File: src/rtl/hdmi_island_sched.sv
// hdmi_island_sched: arbitrates two packet requesters into HDMI data-island slots and sequences PRE/LGB/DATA/TGB/GAP.
// Define SCHED_FIXED_PRIO_EN for fixed priority (requester 0 wins); default is round-robin.
module hdmi_island_sched #(
  parameter int HACTIVE   = 1920,
  parameter int HTOTAL    = 2200,
  parameter int START_OFS = 12,
  parameter int TAIL_RSV  = 12
) (
  input  logic        pix_clk,
  input  logic        sys_rst_n,
  input  logic [11:0] hcount,
  input  logic [1:0]  req,
  input  logic [11:0] pkt_word_0,
  input  logic [11:0] pkt_word_1,
  output logic [1:0]  grant,
  output logic        busy_id,
  output logic [4:0]  pkt_idx,
  output logic [1:0]  done,
  output logic        ade,
  output logic        dgb,
  output logic [3:0]  ctl,
  output logic [3:0]  aux0,
  output logic [3:0]  aux1,
  output logic [3:0]  aux2
);
  typedef enum logic [2:0] {IDLE, PRE, LGB, DATA, TGB, GAP} state_t;
  state_t      state_q, state_d;
  logic [5:0]  cnt_q, cnt_d;
  logic [1:0]  grant_q, done_q;
  logic        busy_q, ade_q, dgb_q;
  logic [4:0]  pkt_idx_q;
  logic [3:0]  ctl_q;
  logic [11:0] aux_q;
  logic        win_ok, phase_end, start, winner;
  assign win_ok    = hcount >= 12'(HACTIVE + START_OFS) && hcount <= 12'(HTOTAL - TAIL_RSV - 56);
  assign phase_end = cnt_q == 6'd0;
  // The last GAP cycle doubles as the idle decision cycle so back-to-back islands are exactly 56 apart.
  assign start     = (state_q == IDLE || (state_q == GAP && phase_end)) && |req && win_ok;
`ifdef SCHED_FIXED_PRIO_EN
  assign winner = ~req[0];
`else
  logic last_q;
  assign winner = &req ? ~last_q : req[1];
  always_ff @(posedge pix_clk or negedge sys_rst_n)
    if (!sys_rst_n) last_q <= 1'b1;
    else if (start) last_q <= winner;
`endif
  always_comb begin
    state_d = state_q;
    cnt_d   = state_q == IDLE ? 6'd0 : cnt_q - 6'd1;
    if (start) begin
      state_d = PRE;
      cnt_d   = 6'd7;
    end else if (state_q != IDLE && phase_end) begin
      state_d = state_q == PRE ? LGB : state_q == LGB ? DATA : state_q == DATA ? TGB : state_q == TGB ? GAP : IDLE;
      cnt_d   = state_q == LGB ? 6'd31 : state_q == TGB ? 6'd11 : (state_q == PRE || state_q == DATA) ? 6'd1 : 6'd0;
    end
  end
  always_ff @(posedge pix_clk or negedge sys_rst_n)
    if (!sys_rst_n) begin
      state_q   <= IDLE;
      cnt_q     <= 6'd0;
      grant_q   <= 2'b00;
      done_q    <= 2'b00;
      busy_q    <= 1'b0;
      ade_q     <= 1'b0;
      dgb_q     <= 1'b0;
      pkt_idx_q <= 5'd0;
      ctl_q     <= 4'd0;
      aux_q     <= 12'd0;
    end else begin
      state_q   <= state_d;
      cnt_q     <= cnt_d;
      grant_q   <= start ? (winner ? 2'b10 : 2'b01) : 2'b00;
      busy_q    <= start ? winner : busy_q;
      done_q    <= (state_q == DATA && phase_end) ? (busy_q ? 2'b10 : 2'b01) : 2'b00;
      ade_q     <= state_d inside {LGB, DATA, TGB};
      dgb_q     <= state_d == LGB || state_d == TGB;
      ctl_q     <= state_d == PRE ? 4'b0101 : 4'd0;
      pkt_idx_q <= state_d == DATA ? ~cnt_d[4:0] : 5'd0;
      aux_q     <= state_q == DATA ? (busy_q ? pkt_word_1 : pkt_word_0) : 12'd0;
    end
  assign grant   = grant_q;
  assign done    = done_q;
  assign busy_id = busy_q;
  assign ade     = ade_q;
  assign dgb     = dgb_q;
  assign ctl     = ctl_q;
  assign pkt_idx = pkt_idx_q;
  assign {aux2, aux1, aux0} = aux_q;
endmodule

File: config.mk
export PLATFORM = sky130hd
export DESIGN_NAME = hdmi_island_sched
export DESIGN_NICKNAME = d
export VERILOG_FILES = /design/src/rtl/hdmi_island_sched.sv
export SDC_FILE = /design/constraint.sdc
export NUM_CORES = 1
export LEC_CHECK = 0
export CAP_MARGIN = 5
export CORE_AREA = 4 4 68 70
export CTS_CLUSTER_DIAMETER = 50
export DETAILED_ROUTE_END_ITERATION = 10
export DIE_AREA = 0 0 72 74
export PLACE_DENSITY = 0.75
export RECOVER_POWER = 100
export SYNTH_ARGS = -nofsm -noshare
export SYNTH_HDL_FRONTEND = slang
export SYNTH_SLANG_ARGS = --single-unit
File: constraint.sdc
create_clock -name pix_clk -period 5.4 [get_ports pix_clk]
set_input_delay 1.08 -clock pix_clk [delete_from_list [all_inputs] [get_ports pix_clk]]
set_output_delay 1.08 -clock pix_clk [all_outputs]
set_load 0.005 [all_outputs]
==> results of run 1 <==
## final cells by class
cell class / instances / area share (%)
Sequential cell: 35 / 35.5
Multi-Input combinational cell: 114 / 28.9
Timing Repair Buffer: 67 / 26.6
Clock buffer: 6 / 2.94
Tap cell: 50 / 2.53
Clock inverter: 2 / 2.43
Inverter: 7 / 1.06
## kinds of logic after synthesis
family | Yosys count | synth area share (%)
mux | 15 | 9.03
compound gates | 31 | 12.1
flops | 35 | 51.9
fa+ha+maj | 2 | 1.48
xor+xnor | 4 | 2.07
buf+inv | 20 | 5.77
simple gates | 60 | 17.4
other cells | 1 | 0.222
## stage by stage
| step | hold WS (ps) | power [uW] | worst slack [ps] | cell area (um^2) | std cells |
|---|---|---|---|---|---|
| final | 591 | 1160 | 2520 | 2470 | 281 |
| after global routing | 628 | 1250 | 2100 | 2470 | 281 |
| after CTS | 593 | 1200 | 2510 | 2480 | 281 |
| after detailed placement | 571 | 916 | 2440 | 2350 | 273 |
| after global placement | 567 | 907 | 2470 | 2350 | 273 |
| after floorplan | 548 | 725 | 3030 | 1690 | 169 |
## power by group
group / switching (uW) / internal [uW] / total, uW
Sequential: 90.4 / 346 / 436
Combinational: 213 / 232 / 445
Clock: 91.2 / 185 / 276
## sequential cells by signal, indices dropped and copies added (netlist names), 2 cells and up
register and cells:
aux_q 12, cnt_q 6, pkt_idx 5, state_q 3, done 2, grant 2
## cells in the mapped netlist (all sizes together) (3+ instances only)
cell    instances
mux2i          13
clkbuf          5
nor2           24
o21ai          10
dfrtp          34
a21oi           7
nand3           4
buf             8
nor3           12
nand2           9
xor2            3
inv             7
## path summary, 6_finish.rpt
kind / startpoint / to / slack (ps) / depth (start not counted)
worst max-delay path: busy_id / busy_id / 2520 / 1
worst min register to register: cnt_q[5] / cnt_q[5] / 590 / 2
min in group asynchronous: sys_rst_n / aux_q[3] / 1820 / 2
worst max register to register: cnt_q[0] / ctl[0] / 3170 / 8
max in group asynchronous: sys_rst_n / cnt_q[2] / 2530 / 2
worst min-delay path: cnt_q[5] / cnt_q[5] / 590 / 2
## metal layers
| metal | share of wire (%) | GRT usage, % | wire length (um) |
|---|---|---|---|
| met1 | 41 | 17.7 | 1500 |
| met2 | 51 | 25.9 | 1880 |
| met3 | 5.8 | 3.24 | 214 |
| met4 | 2.0 | 6.89 | 75 |
| met5 | 0 | 0 | 0 |
==> metrics.txt, run 1 <==
# TYPE chip_impl_metric gauge
chip_impl_info{name="cp_cell_sequence",value="dlygate4sd3_1"} 1
chip_impl_metric{name="report.final.setup_viol",unit=""} 0
chip_impl_metric{name="clk_latency",unit="ps"} 280
chip_impl_metric{name="globalplace.congestion",unit=""} 0.775
chip_impl_metric{name="number_of_port_buffers",unit=""} 65
chip_impl_metric{name="post-dp-hpwl",unit="mm"} 2.72
chip_impl_metric{name="cts-buffers-inserted",unit=""} 5
chip_impl_metric{name="gr-usage-all-layers",unit="%"} 14.9
chip_impl_metric{name="detailedRoute.firstPassIterationCount",unit=""} 5
chip_impl_metric{name="gates_resized_cts_repair",unit=""} 0
chip_impl_metric{name="design.core.area",unit="um^2"} 3970
chip_impl_metric{name="synth_seq_cells",unit=""} 35
chip_impl_metric{name="clock_tree.buffer_depth",unit=""} 2
chip_impl_metric{name="p_leak",unit="uW"} 0.00114
chip_impl_metric{name="grt_max_degree",unit=""} 36
chip_impl_metric{name="sequential_cell_area",unit="um^2"} 877
chip_impl_info{name="min_path_type",value="flop to flop"} 1
chip_impl_metric{name="antenna_found_initial",unit=""} 0
chip_impl_metric{name="ioPinCount",unit=""} 68
chip_impl_metric{name="number_of_inserted_filler_cells_in_the_final_layout",unit=""} 334
chip_impl_metric{name="synth_enable_flop_cells",unit=""} 0
chip_impl_metric{name="chipWidth",unit="um"} 72
chip_impl_metric{name="synthToLayoutAreaGrowth",unit="%"} 46.1
chip_impl_metric{name="cap_viol_max_count",unit=""} 1
chip_impl_metric{name="clkSlewWorstSetupHoldPaths",unit="ps"} 70
chip_impl_metric{name="drtIter0Drc",unit=""} 75
chip_impl_metric{name="achievable-frequency",unit="GHz"} 0.347
chip_impl_info{name="rsz0062_at_grt",value="false"} 1
chip_impl_info{name="cts_tree",value="done"} 1
chip_impl_metric{name="drcViolationCount",unit=""} 0
chip_impl_info{name="crit_slowest_cell",value="dfrtp_1"} 1
chip_impl_metric{name="die_area",unit="um^2"} 5330
chip_impl_metric{name="rows",unit=""} 23
chip_impl_info{name="synth_top_cells_by_area",value="dfrtp_1 (50%), mux2i_1 (7.7%), nor2_1 (5.3%)"} 1
chip_impl_metric{name="overflow",unit=""} 0
chip_impl_metric{name="antenna_cells",unit=""} 0
chip_impl_metric{name="post_drt_via_cell_ratio",unit=""} 5.02
chip_impl_metric{name="clkSinkCount",unit=""} 35
chip_impl_metric{name="number_of_global_route_vias_before_repair",unit=""} 1387
chip_impl_metric{name="vdd.ir_drop.worst",unit="mV"} 0.232
chip_impl_metric{name="fraction_of_layout_instances_using_a_drive_strength_above_1",unit="%"} 6.06
chip_impl_info{name="run_status",value="finished with violations"} 1
chip_impl_metric{name="ys_types",unit=""} 42
chip_impl_metric{name="cp_data_required_time",unit="ps"} 4320
chip_impl_info{name="cpLargestDelayFamily",value="flip-flops"} 1
chip_impl_metric{name="post_cts_repair_timing_setup_buffer_count",unit=""} 0
chip_impl_metric{name="syn_avg_cell_area",unit="um^2"} 10.1
chip_impl_metric{name="async_flop_share",unit="%"} 100
chip_impl_info{name="failed_checks",value="max-capacitance violations, max-slew violations"} 1
chip_impl_metric{name="sequential_element_share_of_the_synthesized_area",unit="%"} 51.9
chip_impl_metric{name="maxSlewHeadroom",unit="%"} -20.9
chip_impl_metric{name="multi_input_comb_area",unit="um^2"} 713
chip_impl_info{name="endpoint_kind",value="primary output"} 1
chip_impl_info{name="final_cell_mix",value="clkdlybuf4s50_1 (37), dfrtp_1 (34), dlygate4sd3_1 (28)"} 1
chip_impl_metric{name="critical_path_arrival",unit="ps"} 1800
chip_impl_metric{name="count_of_pins_over_their_slew_limit",unit=""} 36
chip_impl_metric{name="post-route-period-util",unit="%"} 53.4
chip_impl_metric{name="initial_core_utilization",unit="%"} 42.6
chip_impl_metric{name="setup_total_negative_slack",unit="ps"} 0
chip_impl_info{name="synth_area_leader_cell",value="dfrtp_1"} 1
chip_impl_metric{name="mappedNetlistArea",unit="um^2"} 1690
chip_impl_metric{name="grt_first_pass_wirelength",unit="mm"} 6.07
chip_impl_metric{name="synth_top_area_share",unit="%"} 50.3
chip_impl_info{name="layout.cells.most_common",value="clkdlybuf4s50_1"} 1
chip_impl_info{name="synthFlopType",value="dfrtp_1"} 1
chip_impl_metric{name="detailroute.via_count",unit=""} 1412
chip_impl_metric{name="crit_fanout",unit=""} 16
chip_impl_metric{name="cells_after_synthesis",unit=""} 168
chip_impl_metric{name="cp.buffers_inverters",unit=""} 1
chip_impl_metric{name="timing.final.crit_period",unit="ps"} 2880
chip_impl_metric{name="utilization_after_layout",unit="%"} 62.2
chip_impl_metric{name="die_height",unit="um"} 74
chip_impl_metric{name="total_number_of_nets_in_the_final_design",unit=""} 272
chip_impl_metric{name="cts-hold-fix-buffers",unit=""} 0
chip_impl_metric{name="power_density",unit="nW/um^2"} 468
chip_impl_info{name="worst-setup-path-type",value="flop to primary output"} 1
chip_impl_metric{name="yosysWarningCount",unit=""} 0
chip_impl_metric{name="cts_max_level",unit=""} 2
chip_impl_metric{name="route.final.wire_length",unit="mm"} 3.68
chip_impl_metric{name="timing.critical_path.slowest_cell_delay",unit="ps"} 850
chip_impl_metric{name="post_drt_wl_per_cell",unit="um"} 13.1
chip_impl_info{name="clock_tree.root_cell",value="clkbuf_8"} 1
chip_impl_info{name="worstSetupStartpointType",value="flop"} 1
chip_impl_metric{name="drt.antenna.violating_nets",unit=""} 0
chip_impl_metric{name="finalClockSkew",unit="ps"} 5.43
chip_impl_metric{name="measured_slew_at_the_worst_slew_check_pin",unit="ps"} 1810
chip_impl_metric{name="finalHoldViolations",unit=""} 0
No activity file was read; power rests on OpenSTA's default activity.
==> run 2: changes to the inputs <==
--- a/config.mk
+++ b/config.mk
@@ -6,11 +6,11 @@
 export NUM_CORES = 1
 export LEC_CHECK = 0
 export CAP_MARGIN = 5
-export CORE_AREA = 4 4 68 70
+export CORE_AREA = 4 4 71 73
 export CTS_CLUSTER_DIAMETER = 50
 export DETAILED_ROUTE_END_ITERATION = 10
-export DIE_AREA = 0 0 72 74
-export PLACE_DENSITY = 0.75
+export DIE_AREA = 0 0 75 77
+export PLACE_DENSITY = 0.72
 export RECOVER_POWER = 100
 export SYNTH_ARGS = -nofsm -noshare
 export SYNTH_HDL_FRONTEND = slang
==> constraint.sdc (replaced) <==
create_clock -name pix_clk -period 2.3 [get_ports pix_clk]
set_input_delay 0.46 -clock pix_clk [delete_from_list [all_inputs] [get_ports pix_clk]]
set_output_delay 0.46 -clock pix_clk [all_outputs]
set_load 0.005 [all_outputs]
==> run 2 against run 1 <==
The run now ends clean. Sequential cell count stayed put. Clock skew is 2.6 ps higher. Critical path type is now input pin to flop. Sequential power increased by 120%. Hold slack improved by 5.0 ps. Utilization is 4.6 points lower. Cell count rose by 2.5%. Wire length grew 6.1%. Clock-buffer cell count is the same. Sequential share of layout area shrank 0.55 points. Clock power is 140% higher.
==> metrics.txt, run 2 (synthesized netlist as in run 1, its figures left out) <==
# TYPE chip_impl_metric gauge
chip_impl_metric{name="gates_resized_cts_repair",unit=""} 0
chip_impl_metric{name="cp_data_required_time",unit="ps"} 2510
chip_impl_metric{name="post-route-period-util",unit="%"} 88.4
chip_impl_info{name="r2r_end",value="busy_id"} 1
chip_impl_info{name="layout.cells.most_common",value="clkdlybuf4s50_1"} 1
chip_impl_info{name="largest-register",value="aux_q"} 1
chip_impl_metric{name="antenna_cells",unit=""} 0
chip_impl_metric{name="detailedRoute.firstPassIterationCount",unit=""} 4
chip_impl_info{name="rr_startpoint",value="cnt_q[0]"} 1
chip_impl_metric{name="setup.reg_to_reg.worst_slack",unit="ps"} 360
chip_impl_metric{name="synthToLayoutAreaGrowth",unit="%"} 48.4
chip_impl_metric{name="rows",unit=""} 24
chip_impl_metric{name="drcViolationCount",unit=""} 0
chip_impl_metric{name="post-dp-hpwl",unit="mm"} 2.98
chip_impl_metric{name="post_drt_via_cell_ratio",unit=""} 4.97
chip_impl_metric{name="initial_core_utilization",unit="%"} 38.8
chip_impl_metric{name="grt_first_pass_wirelength",unit="mm"} 6.38
chip_impl_info{name="clock_tree.root_cell",value="clkbuf_8"} 1
chip_impl_info{name="rsz0062_at_grt",value="false"} 1
chip_impl_metric{name="design.core.area",unit="um^2"} 4350
chip_impl_metric{name="clock_tree.buffer_depth",unit=""} 2
chip_impl_metric{name="fraction_of_layout_instances_using_a_drive_strength_above_1",unit="%"} 8.05
chip_impl_metric{name="clkSinkCount",unit=""} 35
chip_impl_metric{name="gr-usage-all-layers",unit="%"} 14.5
chip_impl_metric{name="largest_register_ffs",unit=""} 12
chip_impl_metric{name="cts-hold-fix-buffers",unit=""} 0
chip_impl_metric{name="route.final.wire_length",unit="mm"} 3.90
chip_impl_info{name="worstSetupStartpointType",value="input pin"} 1
chip_impl_metric{name="overflow",unit=""} 0
chip_impl_metric{name="timing.reg2reg.worst_path_depth",unit=""} 7
chip_impl_info{name="run_status",value="finished clean"} 1
chip_impl_metric{name="finalClockSkew",unit="ps"} 8.02
chip_impl_metric{name="setup_total_negative_slack",unit="ps"} 0
chip_impl_metric{name="cts-buffers-inserted",unit=""} 5
chip_impl_metric{name="timing.final.crit_period",unit="ps"} 2030
chip_impl_metric{name="report.final.setup_viol",unit=""} 0
chip_impl_metric{name="die_area",unit="um^2"} 5780
chip_impl_info{name="min_path_type",value="flop to flop"} 1
chip_impl_metric{name="ioPinCount",unit=""} 68
chip_impl_metric{name="crit_fanout",unit=""} 6
chip_impl_metric{name="achievable-frequency",unit="GHz"} 0.492
chip_impl_metric{name="globalplace.congestion",unit=""} 0.788
chip_impl_info{name="worst-setup-path-type",value="input pin to flop"} 1
chip_impl_metric{name="count_of_pins_over_their_slew_limit",unit=""} 0
chip_impl_metric{name="chipWidth",unit="um"} 75
chip_impl_info{name="final_cell_mix",value="clkdlybuf4s50_1 (37), dfrtp_1 (34), dlygate4sd3_1 (28)"} 1
chip_impl_metric{name="power_density",unit="nW/um^2"} 1110
chip_impl_metric{name="clk_latency",unit="ps"} 290
chip_impl_metric{name="drt.antenna.violating_nets",unit=""} 0
chip_impl_metric{name="measured_slew_at_the_worst_slew_check_pin",unit="ps"} 862
chip_impl_metric{name="critical_path_arrival",unit="ps"} 2250
chip_impl_metric{name="stdcell_count",unit=""} 288
chip_impl_info{name="timing.critical_path.to",value="cnt_q[1]"} 1
chip_impl_metric{name="number_of_global_route_vias_before_repair",unit=""} 1344
chip_impl_metric{name="dp_cells",unit=""} 280
chip_impl_metric{name="drtIter0Drc",unit=""} 53
chip_impl_metric{name="vdd.ir_drop.worst",unit="mV"} 0.471
chip_impl_metric{name="antenna_found_initial",unit=""} 0
chip_impl_metric{name="p_leak",unit="uW"} 0.00117
chip_impl_metric{name="grt_max_degree",unit=""} 36
chip_impl_metric{name="number_of_inserted_filler_cells_in_the_final_layout",unit=""} 377
chip_impl_metric{name="finalHoldViolations",unit=""} 0
chip_impl_metric{name="post_drt_wl_per_cell",unit="um"} 13.6
chip_impl_info{name="startpoint",value="hcount[11]"} 1
chip_impl_metric{name="total_number_of_nets_in_the_final_design",unit=""} 277
chip_impl_metric{name="detailroute.via_count",unit=""} 1430
chip_impl_info{name="endpoint_kind",value="flop"} 1
chip_impl_info{name="cts_tree",value="done"} 1
chip_impl_metric{name="post_cts_repair_timing_setup_buffer_count",unit=""} 0
chip_impl_metric{name="cap_viol_max_count",unit=""} 0
chip_impl_metric{name="die_height",unit="um"} 77
chip_impl_metric{name="clkSlewWorstSetupHoldPaths",unit="ps"} 70
chip_impl_metric{name="number_of_port_buffers",unit=""} 65
chip_impl_metric{name="cts_max_level",unit=""} 2
chip_impl_metric{name="maxSlewHeadroom",unit="%"} 42.5
[run 2: cell types whose count changed in the layout (fill, tap and decap cells not counted)]
cell      delta
buf_4        +4
nor3_2       -1
nor4b_2      +1
nor3_1       +1
nor4b_1      -1
clkbuf_2     +1
[run 2: layout make-up]
class                      count  area [um^2]  share of cell area [%]
timing repair buffer          72          693                    27.6
clock buffer                   6         72.6                    2.89
clock inverter                 2         60.1                    2.39
tap                           52         65.1                    2.59
sequential                    35          877                    35.0
multi-input combinational    114          714                    28.5
inverter                       7         26.3                    1.05
[run 2: stage by stage]
stage / total power, uW / instance area (um^2) / utilization, % / hold WS, ps / setup WS, ps
2_1_floorplan: 1700 / 1690 / - / 164 / 417
3_3_place_gp: 2180 / 2390 / 54.9 / 576 / 124
3_5_place_dp: 2200 / 2390 / 54.9 / 591 / 78.6
4_1_cts: 2880 / 2520 / 58.0 / 580 / 327
5_1_grt: 2990 / 2510 / 57.6 / 633 / 162
6_report: 2780 / 2510 / 57.6 / 596 / 268
[run 2: how the worst min path moves through the flow]
stage               cells past startpoint  slack (ps)      start          to
floorplan                               0         160  sys_rst_n         ade
global placement                        2         580   cnt_q[0]  pkt_idx[0]
detailed placement                      2         590   cnt_q[0]  pkt_idx[0]
CTS                                     2         580  sys_rst_n    aux_q[2]
global route                            1         630     last_q      last_q
finish                                  2         600   cnt_q[0]  pkt_idx[0]
[run 2: worst max-delay path, stage by stage]
cell           delay, ps
dlygate4sd3_1        570
and4b_2              280
mux2i_1               80
or3_1                470
a32o_1               260
a21oi_1              120
[run 2: where the power goes]
part / total, uW / switching (uW) / internal, uW
clock network: 653 / 219 / 433
registers: 968 / 155 / 812
logic: 1160 / 577 / 580
total: 2780 / 951 / 1830
[run 2: layer usage]
metal  global-route usage, %  up-vias  part of all wire [%]
li1                        -      714                     -
met1                    18.1      661                    39
met2                    22.6       47                    53
met3                    4.44        8                   5.9
met4                    6.41        0                   2.0
met5                       0        -                     0
